<file path="src/rtl/mem_arbiter.sv">
// mem_arbiter: round-robin arbiter and access sequencer between the fetch port (0) and the
// load/store port (1) for the shared 16-bit memory, with a programmable wait-state count.
module mem_arbiter #(
    parameter int WAIT_CYCLES = 1
) (
    input  logic        clk,
    input  logic        rst_n,
    input  logic        req0,
    input  logic        req1,
    input  logic        we0,
    input  logic        we1,
    input  logic [15:0] addr0,
    input  logic [15:0] addr1,
    input  logic [15:0] wdata0,
    input  logic [15:0] wdata1,
    output logic        ack0,
    output logic        ack1,
    output logic [15:0] rdata0,
    output logic [15:0] rdata1,
    output logic [15:0] mem_address,
    output logic [15:0] mem_data_in,
    output logic        mem_write_enable,
    input  logic [15:0] mem_data_out,
    output logic        busy,
    output logic        grant_id
);
    typedef enum logic [1:0] {IDLE, ACCESS, RESP} state_t;
    state_t     state, state_nx;
    logic [3:0] cnt;
    logic       lat_we;
    logic       last_grant;
    logic       win;
    logic       start;
    logic       last_cycle;
    // On a tie the port that did not win last time gets the bus.
    assign win        = (req0 && req1) ? ~last_grant : req1;
    assign start      = state == IDLE && (req0 || req1);
    assign last_cycle = state == ACCESS && cnt == 4'd0;
    always_ff @(posedge clk or negedge rst_n) begin
        if (!rst_n)
            state <= IDLE;
        else
            state <= state_nx;
    end
    always_comb begin
        state_nx         = state;
        busy             = state != IDLE;
        mem_write_enable = last_cycle && lat_we;
        ack0             = state == RESP && !grant_id;
        ack1             = state == RESP && grant_id;
        case (state)
            IDLE:    state_nx = start ? ACCESS : IDLE;
            ACCESS:  state_nx = last_cycle ? RESP : ACCESS;
            default: state_nx = IDLE;
        endcase
    end
    always_ff @(posedge clk or negedge rst_n) begin
        if (!rst_n) begin
            cnt         <= 4'd0;
            lat_we      <= 1'b0;
            last_grant  <= 1'b1;
            grant_id    <= 1'b0;
            mem_address <= 16'h0000;
            mem_data_in <= 16'h0000;
            rdata0      <= 16'h0000;
            rdata1      <= 16'h0000;
        end else begin
            if (start) begin
                grant_id    <= win;
                last_grant  <= win;
                lat_we      <= win ? we1 : we0;
                mem_address <= win ? addr1 : addr0;
                mem_data_in <= win ? wdata1 : wdata0;
                cnt         <= 4'(WAIT_CYCLES - 1);
            end else if (state == ACCESS && cnt != 4'd0) begin
                cnt <= cnt - 4'd1;
            end
            if (last_cycle && !lat_we && !grant_id)
                rdata0 <= mem_data_out;
            if (last_cycle && !lat_we && grant_id)
                rdata1 <= mem_data_out;
        end
    end
endmodule

</file>
<file path="config.mk">
export PLATFORM = sky130hd
export DESIGN_NAME = mem_arbiter
export DESIGN_NICKNAME = d
export VERILOG_FILES = /design/src/rtl/mem_arbiter.sv
export SDC_FILE = /design/constraint.sdc
export NUM_CORES = 1
export LEC_CHECK = 0
export ABC_AREA = 1
export BUFFER_PORTS_ARGS = -buffer_cell sky130_fd_sc_hd__buf_4
export CORE_MARGIN = 5
export CORE_UTILIZATION = 51
export DETAILED_ROUTE_END_ITERATION = 12
export PLACE_DENSITY = 0.9
export SETUP_SLACK_MARGIN = 0.3
export SYNTH_ARGS = -nofsm -noshare
export SYNTH_HDL_FRONTEND = slang
export SYNTH_SLANG_ARGS = --single-unit
</file>
<file path="constraint.sdc">
create_clock -name clk -period 3.4 [get_ports clk]
set_input_delay 0.17 -clock clk [delete_from_list [all_inputs] [get_ports clk]]
set_output_delay 0.17 -clock clk [all_outputs]
set_load 0.1 [all_outputs]
</file>
==> impl_metrics.xml <==
<?xml version="1.0" encoding="UTF-8"?>
<metrics>
  <group name="worst_setup_path">
    <metric name="worst-setup-path-type" unit="">reg -&gt; out</metric>
    <metric name="critPathRequiredTime" unit="ps">3230</metric>
    <metric name="crit_path_start_kind" unit="">flop</metric>
    <metric name="crit_arrival" unit="ps">2090</metric>
    <metric name="endpoint_kind" unit="">primary output</metric>
    <metric name="maximum_fanout_count_along_the_critical_path" unit="">20</metric>
  </group>
  <group name="routing">
    <metric name="routed_wl" unit="um">9320</metric>
    <metric name="routed-via-count" unit="">3311</metric>
    <metric name="number_of_vias_per_cell_after_detailed_routing" unit="">5.24</metric>
    <metric name="drt_pass1_iterations" unit="">4</metric>
    <metric name="met1_length" unit="um">3730</metric>
    <metric name="first_iter_violations" unit="">109</metric>
    <metric name="detailroute.wirelength.met2" unit="um">4480</metric>
    <metric name="route.top_layer_used" unit="">met4</metric>
    <metric name="dr_wl_met3" unit="um">963</metric>
    <metric name="detail_route.drc_violations" unit="">0</metric>
    <metric name="drt.antenna.violating_nets" unit="">0</metric>
    <metric name="wl_per_cell" unit="um">14.7</metric>
  </group>
  <group name="clocking">
    <metric name="numCtsBuffers" unit="">9</metric>
    <metric name="ctsLongestPathBuffers" unit="">2</metric>
    <metric name="cts.htree.levels" unit="">3</metric>
    <metric name="cts-resized-gates" unit="">0</metric>
    <metric name="cts.clk_slew.worst_paths" unit="ps">80</metric>
    <metric name="clock_sinks" unit="">73</metric>
    <metric name="clk-insertion-delay-late" unit="ps">340</metric>
    <metric name="ctsRootBufferMaster" unit="">sky130_fd_sc_hd__clkbuf_8</metric>
    <metric name="tritoncts" unit="">built</metric>
  </group>
  <group name="logic_synthesis">
    <metric name="synth_fa_ha_area_frac" unit="">0.00724</metric>
    <metric name="syn_inst" unit="">406</metric>
    <metric name="async_reset_ff_frac" unit="">1.00</metric>
    <metric name="synth_edf_count" unit="">0</metric>
    <metric name="synth_simple_gate_area_frac" unit="">0.299</metric>
    <metric name="yosysWarningCount" unit="">0</metric>
    <metric name="synth_xor_xnor_area_share" unit="">0.00253</metric>
    <metric name="syn-mean-instance-area" unit="sq um">8.51</metric>
    <metric name="post_synthesis_cell_type_count" unit="">26</metric>
    <metric name="mappedNetlistNets" unit="">494</metric>
    <metric name="yosys_register_bits" unit="">73</metric>
    <metric name="largest_family_of_logic_cells_by_synthesized_area" unit="">simple AND/OR/NAND/NOR gates</metric>
    <metric name="post_synth_mux_area_share" unit="">0</metric>
    <metric name="synth-compound-area-share" unit="">0.0771</metric>
    <metric name="synth_flop_cell" unit="">sky130_fd_sc_hd__dfrtp_1</metric>
    <metric name="netlist_area" unit="sq mm">0.00346</metric>
    <metric name="synth.yosys.seq_area_share" unit="">0.529</metric>
  </group>
  <group name="timing">
    <metric name="final_min_period_over_clock_period" unit="">0.664</metric>
    <metric name="achievable-frequency" unit="MHz">443</metric>
    <metric name="finalClockSkew" unit="ps">5.47</metric>
    <metric name="final-setup-viol-count" unit="">0</metric>
    <metric name="max_slew_margin" unit="">0.330</metric>
    <metric name="slew_viol_final" unit="">0</metric>
    <metric name="worstMarginPinSlew" unit="ps">1000</metric>
    <metric name="number_of_endpoints_with_negative_hold_slack_in_the_final_report" unit="">0</metric>
    <metric name="final.setup.tns" unit="ps">0</metric>
    <metric name="rsz0062_at_grt" unit="">no</metric>
    <metric name="min_period" unit="ps">2260</metric>
  </group>
  <group name="place">
    <metric name="dp_hpwl" unit="um">6710</metric>
    <metric name="placement.io_buffers" unit="">154</metric>
    <metric name="gpl_wtd_cong" unit="">0.796</metric>
  </group>
  <group name="final_layout">
    <metric name="layout-drive-gt1-share" unit="">0.341</metric>
    <metric name="antenna-diode-count" unit="">0</metric>
    <metric name="final_net_count" unit="">637</metric>
    <metric name="areaGrowthSynthToFinish" unit="%">38.3</metric>
  </group>
  <group name="outcome">
    <metric name="run_status" unit="">complete, no violations</metric>
  </group>
  <group name="floorplanning">
    <metric name="die_height" unit="um">92.3</metric>
    <metric name="design.core.area" unit="sq mm">0.00668</metric>
    <metric name="floorplan.initialDensity" unit="">0.517</metric>
    <metric name="rows" unit="">30</metric>
    <metric name="io_pins" unit="">155</metric>
    <metric name="die_area" unit="sq mm">0.00852</metric>
    <metric name="die_x_extent" unit="um">92.3</metric>
  </group>
  <group name="grt">
    <metric name="track_usage" unit="">0.223</metric>
    <metric name="grt_overflow_total" unit="">0</metric>
    <metric name="first_global_vias" unit="">3253</metric>
    <metric name="antenna_found_initial" unit="">0</metric>
    <metric name="grt_first_pass_wirelength" unit="um">15300</metric>
    <metric name="grt_max_degree" unit="">74</metric>
  </group>
  <group name="job">
    <metric name="count_of_maximum_capacitance_violations" unit="">0</metric>
  </group>
  <group name="hold_path">
    <metric name="min_path_type" unit="">in -&gt; reg</metric>
  </group>
</metrics>
state kept, by name (all words and copies together) (netlist names):
register,count
state,2
last_grant,1
rdata0,16
grant_id,1
rdata1,16
lat_we,1
mem_data_in,16
cnt,4
mem_address,16
Yosys cell counts (4+ instances only):
cell | number | share of area
sky130_fd_sc_hd__dfrtp_1 | 72 | 0.52
sky130_fd_sc_hd__buf_6 | 5 | 0.016
sky130_fd_sc_hd__nand2_1 | 168 | 0.18
sky130_fd_sc_hd__nor2_2 | 4 | 0.0072
sky130_fd_sc_hd__clkbuf_1 | 6 | 0.0065
sky130_fd_sc_hd__nand3_1 | 13 | 0.019
sky130_fd_sc_hd__nand4_1 | 32 | 0.058
sky130_fd_sc_hd__buf_2 | 13 | 0.019
sky130_fd_sc_hd__o21a_1 | 4 | 0.0087
sky130_fd_sc_hd__inv_2 | 4 | 0.0043
sky130_fd_sc_hd__inv_1 | 33 | 0.036
sky130_fd_sc_hd__o211ai_1 | 28 | 0.061
cells by family after synthesis:
kind of cell               count (synthesis)
xor gates and xnor gates                   1
DFF                                       73
AOI/OAI and AO/OA                         37
and+or+nand+nor                          230
buffers and inverters                     63
adders and majority gates                  2
critical path, stage by stage (launching register included):
cell	delay (ps)
sky130_fd_sc_hd__dfrtp_1	840
sky130_fd_sc_hd__inv_2	350
sky130_fd_sc_hd__nor3_2	220
sky130_fd_sc_hd__buf_4	330
what timing repair did:
item / in CTS / in global routing
hold buffers: 1 / 0
hold endpoints to repair: 72 / 0
buffers inserted: 0 / 0
worst paths after layout:
kind | startpoint | to | slack (ps) | depth (start not counted)
hold reg to reg | rdata0[13] | rdata0[13] | 480 | 2
setup / recovery | grant_id | ack1 | 1140 | 3
min in group asynchronous | rst_n | rdata0[3] | 510 | 2
setup reg to reg | last_grant | mem_data_in[12] | 1540 | 5
hold / removal | wdata1[14] | mem_data_in[14] | 70 | 3
max in group asynchronous | rst_n | mem_data_in[6] | 2310 | 2
metrics by stage:
step / instances / hold WS [ps] / util / worst slack (ps) / area [sq um]
after detailed placement: 617 / 360 / 0.686 / 1510 / 4590
after floorplan: 406 / -126 / - / 331 / 3470
after global routing: 632 / 71.2 / 0.715 / 1010 / 4780
final: 632 / 68.4 / 0.715 / 1140 / 4780
after CTS: 632 / 56.4 / 0.715 / 1140 / 4780
after global placement: 617 / 357 / 0.686 / 1550 / 4590
layer usage:
layer  global-route usage  vias to the layer above
li1                     -                     1609
met2                0.364                      157
met5                    0                        -
met1                0.278                     1532
met3               0.0715                       13
met4               0.0842                        0
layout by cell type (no fill, tap or decap), drive strengths merged:
cell type,n
a21oi,1
buf,156
bufinv,1
clkbuf,10
clkinv,4
dfrtp,72
dfstp,1
dlygate4sd3,1
ha,2
inv,37
nand2,171
nand3,13
nand4,34
nor2,8
nor3,3
o211ai,28
o21a,4
o21ai,3
o22ai,1
or2,1
xor2,1
area by class of cell:
type | instances | area, sq um
Clock inverter | 4 | 45.0
Fill cell | 502 | 1900
Clock buffer | 10 | 138
Inverter | 38 | 143
Tap cell | 80 | 100
Timing Repair Buffer | 157 | 1180
Multi-Input combinational cell | 270 | 1340
Sequential cell | 73 | 1830
Power is not shown: default switching activity piles up to over one toggle a cycle in this logic, so the estimate is an artifact.
